`src/rtl/flit_injector.sv`:
```
// flit_injector: host-side injection stage feeding a torus node's inject port.
// Buffers valid/ready requests in a small FIFO, packs each into a
// flit-with-children word stamped with this node's coordinates, and launches
// one flit per slot, paced by INJECT_GAP and the node's inject_stall.
// Optional feature macro: FLIT_INJ_SEQTAG_EN (tag field carries an internal
// 8-bit launch sequence number instead of req_tag).
module flit_injector #(
    parameter int unsigned cur_x        = 0,
    parameter int unsigned cur_y        = 0,
    parameter int unsigned cur_z        = 0,
    parameter int unsigned lg_numprocs  = 3,
    parameter int unsigned PayloadWidth = 32,
    parameter int unsigned FIFO_DEPTH   = 4,
    parameter int unsigned INJECT_GAP   = 0,
    localparam int unsigned FlitWidth   = PayloadWidth + 50,
    localparam int unsigned LevelWidth  = $clog2(FIFO_DEPTH) + 1
) (
    input  logic                             clk,
    input  logic                             rst,
    input  logic                             req_valid,
    output logic                             req_ready,
    input  logic [PayloadWidth-1:0]          req_payload,
    input  logic [3:0]                       req_op,
    input  logic [1:0]                       req_alg,
    input  logic [7:0]                       req_tag,
    input  logic [7:0]                       req_ctx,
    input  logic [8:0]                       req_rank,
    input  logic [8:0]                       req_dst,
    input  logic [lg_numprocs-1:0]           req_children,
    input  logic                             inject_stall,
    output logic [FlitWidth+lg_numprocs-1:0] inject_flit,
    output logic [LevelWidth-1:0]            fifo_level,
    output logic [15:0]                      inj_count
);

    localparam int unsigned WordWidth = FlitWidth + lg_numprocs;
    localparam int unsigned AddrWidth = $clog2(FIFO_DEPTH);
    localparam int unsigned PtrWidth  = AddrWidth + 1;
    localparam int unsigned GapWidth  = (INJECT_GAP > 0) ? $clog2(INJECT_GAP + 1) : 1;
    localparam int unsigned TagLo     = PayloadWidth + 6;

    typedef enum logic {
        S_IDLE = 1'b0,
        S_GAP  = 1'b1
    } state_t;

    logic [WordWidth-1:0] mem [FIFO_DEPTH];
    logic [PtrWidth-1:0]  wr_ptr, rd_ptr, wr_ptr_d, rd_ptr_d;
    logic                 full_c, empty_c, push_c, pop_c;
    logic [WordWidth-1:0] word_c;
    state_t               state_q, state_d;
    logic [GapWidth-1:0]  gap_q, gap_d;
    logic [WordWidth-1:0] flit_d;
    logic [15:0]          count_d;
`ifdef FLIT_INJ_SEQTAG_EN
    logic [7:0]           seq_q, seq_d;
`endif

    // FIFO status; pointers carry an extra wrap bit to separate full from empty
    assign empty_c    = (wr_ptr == rd_ptr);
    assign full_c     = (wr_ptr[AddrWidth] != rd_ptr[AddrWidth]) &&
                        (wr_ptr[AddrWidth-1:0] == rd_ptr[AddrWidth-1:0]);
    assign req_ready  = !full_c && !rst;
    assign push_c     = req_valid && req_ready;
    assign fifo_level = LevelWidth'(wr_ptr - rd_ptr);

    // Packed flit-with-children word; valid bit is set for every stored entry
    assign word_c = {req_children, 1'b1, req_dst,
                     3'(cur_z), 3'(cur_y), 3'(cur_x),
                     req_rank, req_ctx, req_tag, req_alg, req_op, req_payload};

    // Request storage; contents need no reset since pointers gate visibility
    always_ff @(posedge clk) begin
        if (push_c) begin
            mem[wr_ptr[AddrWidth-1:0]] <= word_c;
        end
    end

    // Launch FSM next-state and registered-output logic
    always_comb begin
        state_d  = state_q;
        gap_d    = gap_q;
        flit_d   = '0;
        count_d  = inj_count;
        pop_c    = 1'b0;
`ifdef FLIT_INJ_SEQTAG_EN
        seq_d    = seq_q;
`endif
        case (state_q)
            S_IDLE: begin
                if (!empty_c && !inject_stall) begin
                    pop_c  = 1'b1;
                    flit_d = mem[rd_ptr[AddrWidth-1:0]];
`ifdef FLIT_INJ_SEQTAG_EN
                    flit_d[TagLo +: 8] = seq_q;
                    seq_d              = seq_q + 8'd1;
`endif
                    if (inj_count != 16'hFFFF) begin
                        count_d = inj_count + 16'd1;
                    end
                    if (INJECT_GAP > 0) begin
                        gap_d   = GapWidth'(INJECT_GAP);
                        state_d = S_GAP;
                    end
                end
            end
            S_GAP: begin
                gap_d = gap_q - GapWidth'(1);
                if (gap_q <= GapWidth'(1)) begin
                    state_d = S_IDLE;
                end
            end
            default: state_d = S_IDLE;
        endcase
        wr_ptr_d = wr_ptr + PtrWidth'(push_c);
        rd_ptr_d = rd_ptr + PtrWidth'(pop_c);
    end

    // State, pointer and output registers
    always_ff @(posedge clk or posedge rst) begin
        if (rst) begin
            state_q     <= S_IDLE;
            gap_q       <= '0;
            inject_flit <= '0;
            inj_count   <= '0;
            wr_ptr      <= '0;
            rd_ptr      <= '0;
`ifdef FLIT_INJ_SEQTAG_EN
            seq_q       <= '0;
`endif
        end else begin
            state_q     <= state_d;
            gap_q       <= gap_d;
            inject_flit <= flit_d;
            inj_count   <= count_d;
            wr_ptr      <= wr_ptr_d;
            rd_ptr      <= rd_ptr_d;
`ifdef FLIT_INJ_SEQTAG_EN
            seq_q       <= seq_d;
`endif
        end
    end

    // Lengths used only in some configurations
    logic unused_c;
    assign unused_c = ^{TagLo[0]};

endmodule

```
`config.mk`:
```
export PLATFORM = sky130hd
export DESIGN_NAME = flit_injector
export DESIGN_NICKNAME = d
export VERILOG_FILES = /design/src/rtl/flit_injector.sv
export SDC_FILE = /design/constraint.sdc
export NUM_CORES = 1
export LEC_CHECK = 0
export CAP_MARGIN = 10
export CORE_AREA = 2 2 314 161
export CTS_CLUSTER_DIAMETER = 50
export CTS_CLUSTER_SIZE = 20
export DETAILED_ROUTE_END_ITERATION = 10
export DIE_AREA = 0 0 316 163
export GPL_ROUTABILITY_DRIVEN = 0
export PLACE_DENSITY = 0.47
export SYNTH_ARGS = -nofsm -noshare
export SYNTH_HDL_FRONTEND = slang
export SYNTH_SLANG_ARGS = --single-unit
```
`constraint.sdc`:
```
create_clock -name clk -period 8.5 [get_ports clk]
set_input_delay 0.85 -clock clk [delete_from_list [all_inputs] [get_ports clk]]
set_output_delay 0.85 -clock clk [all_outputs]
set_load 0.01 [all_outputs]
```
==> results of run 1 <==
==> power by group through the flow <==
stage / clock (W) / sequential (W) / combinational (W)
4_1_cts: 0.00161 / 0.00266 / 0.00170
6_report: 0.00155 / 0.00265 / 0.00164
2_1_floorplan: 0 / 0.00275 / 0.000875
5_1_grt: 0.00168 / 0.00270 / 0.00180
3_5_place_dp: 0 / 0.00270 / 0.00169
3_3_place_gp: 0 / 0.00270 / 0.00170
==> area by class of cell <==
type,count,area (µm²),area share [%]
Sequential cell,398,11470,63.58
Multi-Input combinational cell,230,2805,15.55
Timing Repair Buffer,184,1817,10.07
Tap cell,660,825.8,4.578
Clock buffer,38,802.0,4.446
Clock inverter,19,290.3,1.609
Inverter,6,25.02,0.1387
Antenna cell,2,5.005,0.02774
==> worst max-delay path, stage by stage (launching register included) <==
cell and delay [ns]:
dfrtp_4 0.65, inv_1 0.14, ha_1 0.31, a31oi_1 0.21
and2_1 0.25, nand2_1 0.12, nor2_4 0.51, buf_4 0.82
==> per-layer routing <==
metal	track usage (%)	vias to the layer above	routed length, µm
met5	0	-	57
met4	2.133	8	485
met3	3.323	39	1675
met2	19.00	124	14200
met1	16.65	3429	13920
li1	-	2945	-
==> metrics by stage <==
| step | std cells | area (µm²) |
|---|---|---|
| global route | 1536 | 18040 |
| finish | 1537 | 18040 |
| floorplan | 668 | 14460 |
| global placement | 1478 | 16940 |
| detailed placement | 1478 | 16940 |
| CTS | 1535 | 18030 |
==> path summary, 6_finish.rpt <==
path	startpoint	end
max in group asynchronous	rst	rd_ptr[1]
setup / recovery	rd_ptr[1]	mem[1][31]
min in group asynchronous	rst	inject_flit[78]
hold reg to reg	inj_count[5]	inj_count[5]
hold / removal	inj_count[5]	inj_count[5]
setup reg to reg	rd_ptr[1]	mem[1][31]
==> flip-flops by register name (all words and copies together), names as in the netlist <==
register	count
inject_flit	76
inj_count	16
mem	300
wr_ptr	3
rd_ptr	3
==> cells by family after synthesis <==
family | after synthesis | synth area share (%)
flip-flops | 398 | 79.44
AND/OR/NAND/NOR | 113 | 4.804
multiplexers | 76 | 11.79
buffers and inverters | 40 | 1.483
XOR/XNOR | 17 | 1.084
adder cells (fa/ha/maj) | 8 | 0.7458
AO/OA/AOI/OAI | 7 | 0.6331
other | 1 | 0.02599
==> placed cells by master, fill, tap and decap left out, drive strengths merged, types with 2 or more instances in the layout <==
master and n:
a31oi 3, and3 5, buf 10, bufinv 4, clkbuf 38, clkdlybuf4s50 174, clkinv 8, clkinvlp 3
conb 9, dfrtp 98, diode 2, edfxtp 300, ha 7, inv 10, mux4 75, nand2 9
nand3 8, nand4 6, nor2 4, nor2b 75, nor3 3, xnor2 12, xor2 5
==> results.tsv, run 1 <==
stage	metric	value	unit
outcome	status	complete, no violations	
synth	synthTopCellsByCount	edfxtp_1 (300), dfrtp_1 (98), mux4_2 (75), nor2b_1 (75)	
floorplanning	rows	58	
clock_network	hold_buffers	0	
floorplanning	dieWidth	316	µm
detailed_routing	wirelength	30340	µm
detailed_routing	drc	0	
pwr	p_sw	0.001651	W
setup_path	worst_setup_path_start_kind	flop	
pwr	p_per_area	323.8	nW/µm²
clock_network	cts_tree	yes	
floorplanning	core_area	49130	µm²
detailed_routing	vias_per_cell	4.258	
pwr	finalPower	0.005841	W
synth	yosysWarnings	0	
sta	fin_crit_sh	40.29	%
grt	grt_overflow	0	
sta	worstMarginPinSlew	0.9644	ns
placement	io_buffers	174	
clock_network	root_buffer	clkbuf_16	
synth	synth_top_area_share	62.44	%
synth	ys_seq_elements	398	
setup_path	reg2reg_depth	7	
setup_path	r2r_slack	5.08	ns
detailed_routing	drt_iter0_markers	409	
placement	hpwl	17620	µm
grt	first_global_vias	7004	
layout	fillers	4500	
floorplanning	die_h	163	µm
clock_network	cts_resized	0	
sta	fmax	0.2920	GHz
min_path	min_path_type	reg2reg	
setup_path	cp_max_fo	56	
setup_path	criticalPathCategory	reg2reg	
clock_network	path_clk_slew	0.08	ns
pwr	ir_drop	0.1310	mV
grt	grt_max_degree	64	
grt	grt_first_pass_wirelength	45880	µm
clock_network	htree_num_levels	1	
setup_path	crit_path_end_kind	flop	
pwr	p_leak	6.105	nW
floorplanning	start_util	29.37	%
synth	synthCells	660	
synth	syn_avg_cell_area	21.86	µm²
floorplanning	io_pins	184	
layout	drive_above_1_share	17.26	%
clock_network	cts_buffers	31	
synth	synthArstFlopShare	24.62	%
sta	fin_ws	5.076	ns
synth	synth_area_leaders	edfxtp_1 (62%), dfrtp_1 (17%), mux4_2 (12%)	
floorplanning	die_area	51510	µm²
layout	fin_nets	938	
grt	grt_use_total	11.97	%
pwr	intPower	0.004191	W
detailed_routing	vias	6545	
clock_network	clock_latency	0.60	ns
synth	netlist_area	14430	µm²
clock_network	cts_buffer_depth	3	
sta	tns	0	ns
detailed_routing	antenna_left	0	
sta	min_period	3.424	ns
grt	antenna_found_initial	6	
sta	slew_headroom	35.71	%
sta	whs	0.5035	ns
synth	post_synth_num_cell_types	36	
detailed_routing	wl_per_cell	19.74	µm
flow_run	drv_cap	0	
synth	synth.yosys.seq_area_share	79.44	%
setup_path	required	8.72	ns
clock_network	post-cts-setup-buffer-count	0	
layout	final_util	36.72	%
sta	slew_violations	0	
setup_path	cp.arrival	3.64	ns
synth	synth.most_common_cell	edfxtp_1	
layout	area_growth	25.03	%
sta	setup_viol	0	
pwr	p_clk_share	26.6	%
synth	ys.flop_type	edfxtp_1	
pwr	switching_share	28.26	%
synth	yosys.area.top_type	edfxtp_1	
pwr	p_comb_share	28.0	%
pwr	pwr-share-seq	45.4	%
sta	finalHoldViolations	0	
synth	synth_edf_count	300	
detailed_routing	dr.pass1.iters	4	
placement	place_worst_setup_slack	4.790	ns
sta	rsz0062_at_grt	no	
sta	skew	0.02499	ns
clock_network	cts.sinks	398	
min_path	hold_depth	1	
Note: power is estimated with default switching activity, not from simulation.
==> run 2, diff against run 1 <==
==> constraint.sdc (replaced) <==
create_clock -name clk -period 3.37 [get_ports clk]
set_input_delay 0.337 -clock clk [delete_from_list [all_inputs] [get_ports clk]]
set_output_delay 0.337 -clock clk [all_outputs]
set_load 0.01 [all_outputs]
==> run 2 against run 1 <==
Compared with the run above: setup slack worse by 4.5 ns; final cell count is 0.52% higher; clock skew is 0.0076 ns lower; via count is 0.99% higher; critical path type is now reg2out.
==> results.tsv, run 2 (synthesized netlist as in run 1, its figures left out) <==
stage	metric	value	unit	change
sta	min_period	2.827	ns	
layout	largest_reg_flops	300		unchanged
pwr	p_leak	6.172	nW	was 6.105 nW
min_path	min_path_type	in2async		was reg2reg
sta	fmax	0.3537	GHz	
sta	finalHoldViolations	0		unchanged
setup_path	worst_setup_path_start_kind	flop		unchanged
layout	layout_commonest_cell	edfxtp_1		unchanged
setup_path	cp_slowest_cell	clkdlybuf4s50_1		was buf_4
sta	skew	0.01742	ns	was 0.02499 ns
layout	final_util	37.10	%	was 36.72%
clock_network	cts_buffer_depth	3		unchanged
pwr	ir_drop	0.5434	mV	was 0.1310 mV
setup_path	crit_path_end_kind	output pin		was flop
floorplanning	io_pins	184		unchanged
floorplanning	core_area	49130	µm²	unchanged
clock_network	hold_buffers	0		unchanged
detailed_routing	wl_per_cell	19.95	µm	was 19.74 µm
sta	worstMarginPinSlew	1.030	ns	was 0.9644 ns
placement	io_buffers	174		unchanged
floorplanning	rows	58		unchanged
clock_network	post-cts-setup-buffer-count	0		unchanged
setup_path	required	3.03	ns	was 8.72 ns
sta	setup_viol	0		unchanged
detailed_routing	wirelength	30830	µm	was 30340 µm
placement	place_worst_setup_slack	0.6303	ns	was 4.790 ns
grt	first_global_vias	6996		was 7004
layout	area_growth	26.35	%	was 25.03%
detailed_routing	vias	6610		was 6545
pwr	finalPower	0.01478	W	was 0.005841 W
clock_network	clock_latency	0.57	ns	was 0.60 ns
clock_network	cts_resized	0		unchanged
setup_path	criticalPathCategory	reg2out		was reg2reg
setup_path	cp_common_cell	inv_1		
detailed_routing	drc	0		unchanged
clock_network	htree_num_levels	1		unchanged
setup_path	reg2reg_depth	6		was 7
floorplanning	start_util	29.37	%	unchanged
clock_network	path_clk_slew	0.08	ns	about the same
sta	fin_crit_sh	83.88	%	
clock_network	cts.sinks	398		unchanged
detailed_routing	vias_per_cell	4.278		was 4.258
setup_path	cp.arrival	2.49	ns	was 3.64 ns
sta	slew_headroom	31.29	%	was 35.71%
grt	antenna_found_initial	3		was 6
floorplanning	dieWidth	316	µm	unchanged
pwr	p_per_area	811.0	nW/µm²	was 323.8 nW/µm²
layout	final_cell_mix	edfxtp_1 (300), clkdlybuf4s50_1 (174), dfrtp_1 (96)		unchanged
clock_network	cts_tree	yes		unchanged
setup_path	crit_chain	inv_1 > ha_1 > inv_1 > fa_1 > xnor2_1 > clkdlybuf4s50_1		was inv_1 > ha_1 > a31oi_1 > and2_1 > nand2_1 > nor2_4 > buf_4
setup_path	rr_endpoint	mem[0][9]		was mem[1][31]
outcome	status	complete, no violations		unchanged
sta	fin_ws	0.5431	ns	was 5.076 ns
placement	hpwl	18440	µm	was 17620 µm
detailed_routing	antenna_left	0		unchanged
flow_run	drv_cap	0		unchanged
clock_network	cts_buffers	30		was 31
setup_path	timing.rr.start	wr_ptr[0]		was rd_ptr[1]
setup_path	r2r_slack	0.64	ns	was 5.08 ns
detailed_routing	drt_iter0_markers	342		was 409
grt	grt_overflow	0		unchanged
layout	drive_above_1_share	18.67	%	was 17.26%
grt	grt_max_degree	77		was 64
layout	fillers	4496		was 4500
floorplanning	die_area	51510	µm²	unchanged
grt	grt_first_pass_wirelength	46330	µm	was 45880 µm
clock_network	root_buffer	clkbuf_16		unchanged
sta	rsz0062_at_grt	no		unchanged
setup_path	cp_max_fo	5		was 56
sta	slew_violations	0		unchanged
detailed_routing	dr.pass1.iters	4		unchanged
grt	grt_use_total	12.11	%	was 11.97%
floorplanning	die_h	163	µm	unchanged
setup_path	cpPeakStageDelay	0.58	ns	was 0.82 ns
layout	fin_nets	947		was 938
[run 2: report_power, final]
group / total (W) / switching (W) / internal, W
registers: 0.00663 / 0.000368 / 0.00626
clock network: 0.00375 / 0.00181 / 0.00194
logic: 0.00440 / 0.00204 / 0.00236
total: 0.0148 / 0.00423 / 0.0106
[run 2: worst max-delay path by stage]
stage | from | endpoint | cells past startpoint
after detailed placement | wr_ptr[0] | mem[0][60] | 6
after CTS | wr_ptr[0] | fifo_level[2] | 6
final | wr_ptr[0] | fifo_level[2] | 6
after floorplan | rd_ptr[1] | mem[0][0] | 7
after global routing | wr_ptr[0] | fifo_level[2] | 6
after global placement | wr_ptr[0] | mem[0][63] | 6
[run 2: worst max-delay path, delay by kind of cell (launching register included)]
family / cells / cell delay (ns)
flops: 1 / 0.45
xor+xnor: 1 / 0.19
buf+inv: 3 / 0.74
fa+ha+maj: 2 / 0.55
[run 2: through the flow]
stage	hold slack, ns	instances	setup TNS [ns]	instance area (µm²)
after floorplan	0.4359	668	-22.32	14530
after global placement	0.4946	1488	0	17190
after detailed placement	0.4935	1488	0	17190
after CTS	0.3148	1544	0	18230
after global routing	0.3470	1544	0	18230
final	0.3143	1545	0	18230
[run 2: cell type report]
class / instances / area [µm²] / share of cell area [%]
diodes: 1 / 2.502 / 0.01373
multi-input cells: 230 / 2841 / 15.59
well taps: 660 / 825.8 / 4.530
repair buffers: 194 / 2029 / 11.13
flip-flops and latches: 398 / 11470 / 62.91
clock inverters: 21 / 222.7 / 1.222
clock buffers: 35 / 810.8 / 4.448
inverters: 6 / 27.53 / 0.1510
[run 2: layer usage]
metal	vias to the layer above	GRT usage, %	wire (µm)
met1	3478	17.66	14950
met3	37	2.687	1401
met2	130	18.82	13950
met5	-	0	13
li1	2963	-	-
met4	2	2.090	508
==> run 3, diff against run 2 <==
==> constraint.sdc (replaced) <==
create_clock -name clk -period 2.7 [get_ports clk]
set_input_delay 0.27 -clock clk [delete_from_list [all_inputs] [get_ports clk]]
set_output_delay 0.27 -clock clk [all_outputs]
set_load 0.01 [all_outputs]
==> run 3 against run 2 <==
Compared with the run above: clock power up 28%; utilization up 0.061 points; first-iteration DRC count up 32%; hold slack worse by 0.13 ns; die area unchanged; largest power group unchanged.
==> results.tsv, run 3 (synthesized netlist as in run 1, its figures left out) <==
stage	metric	value	unit	change
outcome	status	complete, no violations		unchanged
floorplanning	rows	58		unchanged
sta	setup_viol	0		unchanged
clock_network	htree_num_levels	1		unchanged
placement	placedInstanceArea	17190	µm²	about the same
pwr	ir_drop	0.5978	mV	was 0.5434 mV
floorplanning	die_area	51510	µm²	unchanged
grt	grt_first_pass_wirelength	48320	µm	was 46330 µm
grt	antenna_found_initial	5		was 3
floorplanning	dieWidth	316	µm	unchanged
layout	final_area	18260	µm²	was 18230 µm²
detailed_routing	drc	0		unchanged
sta	skew	0.01912	ns	was 0.01742 ns
placement	place_worst_setup_slack	0.3757	ns	was 0.6303 ns
pwr	p_per_area	1020	nW/µm²	was 811.0 nW/µm²
floorplanning	core_area	49130	µm²	unchanged
detailed_routing	vias	6673		was 6610
setup_path	crit_path_end_kind	output pin		unchanged
clock_network	path_clk_slew	0.08	ns	about the same
clock_network	cts.sinks	398		unchanged
sta	fmax	0.4046	GHz	
sta	rsz0062_at_grt	no		unchanged
pwr	intPower	0.01317	W	was 0.01056 W
pwr	pwr-share-seq	44.4	%	was 44.8%
detailed_routing	wl_per_cell	20.88	µm	was 19.95 µm
setup_path	required	2.43	ns	was 3.03 ns
sta	slew_headroom	53.33	%	was 31.29%
pwr	finalPower	0.01862	W	was 0.01478 W
clock_network	clock_latency	0.58	ns	was 0.57 ns
placement	hpwl	19950	µm	was 18440 µm
detailed_routing	vias_per_cell	4.319		was 4.278
detailed_routing	drt_iter0_markers	451		was 342
floorplanning	start_util	29.37	%	unchanged
floorplanning	die_h	163	µm	unchanged
grt	grt_max_degree	77		unchanged
placement	io_buffers	174		unchanged
sta	fin_crit_sh	91.55	%	
layout	layout_commonest_cell	edfxtp_1		unchanged
detailed_routing	dr.pass1.iters	4		unchanged
sta	whs	0.1889	ns	was 0.3143 ns
layout	multi_input_area	2841	µm²	unchanged
clock_network	root_buffer	clkbuf_16		unchanged
pwr	p_clk_share	25.8	%	was 25.4%
clock_network	cts_buffers	31		was 30
clock_network	hold_buffers	0		unchanged
detailed_routing	wirelength	32260	µm	was 30830 µm
clock_network	post-cts-setup-buffer-count	0		unchanged
pwr	p_sw	0.005458	W	was 0.004227 W
clock_network	cts_tree	yes		unchanged
layout	final_util	37.16	%	was 37.10%
sta	worstMarginPinSlew	0.7000	ns	was 1.030 ns
min_path	min_path_type	in2async		unchanged
sta	min_period	2.472	ns	
pwr	p_comb_share	29.8	%	about the same
grt	first_global_vias	7183		was 6996
setup_path	cp-startpoint	wr_ptr[0]		unchanged
pwr	switching_share	29.31	%	was 28.59%
grt	grt_use_total	12.74	%	was 12.11%
setup_path	worst_setup_path_start_kind	flop		unchanged
layout	final_cell_mix	edfxtp_1 (300), clkdlybuf4s50_1 (172), dfrtp_1 (95)		was edfxtp_1 (300), clkdlybuf4s50_1 (174), dfrtp_1 (96)
layout	drive_above_1_share	18.57	%	was 18.67%
setup_path	timing.rr.start	wr_ptr[0]		unchanged
floorplanning	io_pins	184		unchanged
layout	largest_reg_flops	300		unchanged
pwr	p_leak	6.199	nW	was 6.172 nW
setup_path	cp.arrival	2.20	ns	was 2.49 ns
layout	fillers	4502		was 4496
sta	fin_ws	0.2282	ns	was 0.5431 ns
flow_run	drv_cap	0		unchanged
setup_path	cp_max_fo	5		unchanged
grt	grt_overflow	0		unchanged
layout	fin_nets	946		was 947
sta	finalHoldViolations	0		unchanged
layout	regArea	11470	µm²	about the same
sta	slew_violations	0		unchanged
clock_network	cts_buffer_depth	3		unchanged
setup_path	criticalPathCategory	reg2out		unchanged
layout	area_growth	26.55	%	was 26.35%
detailed_routing	antenna_left	0		unchanged
[run 3: cell count changes in the layout (fill, tap and decap cells not counted), moves of 2 or more]
cell,before,now
clkdlybuf4s50_1,174,172
clkinv_8,1,3
clkinv_1,5,0
clkinvlp_4,5,1
buf_4,9,6
inv_6,4,0
inv_8,2,6
clkbuf_1,2,8
[run 3: timing repair]
item                                    4_1_cts  5_1_grt
endpoints found under the setup margin        1        1
resized for setup                             1        2
gates cloned                                  0        0
[run 3: power groups by stage]
stage	sequential [W]	clock, W	combinational [W]
floorplan	0.00861	0	0.00285
finish	0.00827	0.00480	0.00555
CTS	0.00830	0.00498	0.00576
global route	0.00839	0.00523	0.00604
detailed placement	0.00842	0	0.00575
global placement	0.00844	0	0.00576
[run 3: area by class of cell]
| class | instances | share of cell area [%] |
|---|---|---|
| sequential | 398 | 62.82 |
| clock buffer | 41 | 4.625 |
| multi-input combinational | 230 | 15.56 |
| timing repair buffer | 192 | 11.11 |
| clock inverter | 16 | 1.179 |
| tap | 660 | 4.523 |
| inverter | 6 | 0.1576 |
| antenna | 2 | 0.02741 |
[run 3: through the flow]
step	TNS [ns]	std cells
after CTS	0	1543
after global routing	0	1543
after floorplan	-88.33	668
final	0	1545
after detailed placement	0	1486
after global placement	0	1486
[run 3: path summary, 6_finish.rpt]
check / slack (ns) / to / cells after the start
setup / recovery: 0.23 / req_ready / 4
hold / removal: 0.19 / rd_ptr[2] / 2
setup reg to reg: 0.45 / mem[3][26] / 6
hold reg to reg: 0.51 / inj_count[15] / 1
max in group asynchronous: 1.83 / inject_flit[62] / 3
min in group clk: 0.33 / mem[0][34] / 1
[run 3: layer usage]
layer  routed length [µm]  vias up  track usage, %
li1                     -     2951               -
met5                   27        -               0
met2                14150      155           18.89
met4                  517        4           2.262
met3                 1657       43           2.979
met1                15910     3520           19.21
[run 3: worst max-delay path, cell delays in order, from the launching register on]
cell and delay, ns:
dfrtp_2 0.42, inv_1 0.08, ha_1 0.36, a31oi_4 0.18, clkdlybuf4s50_1 0.59
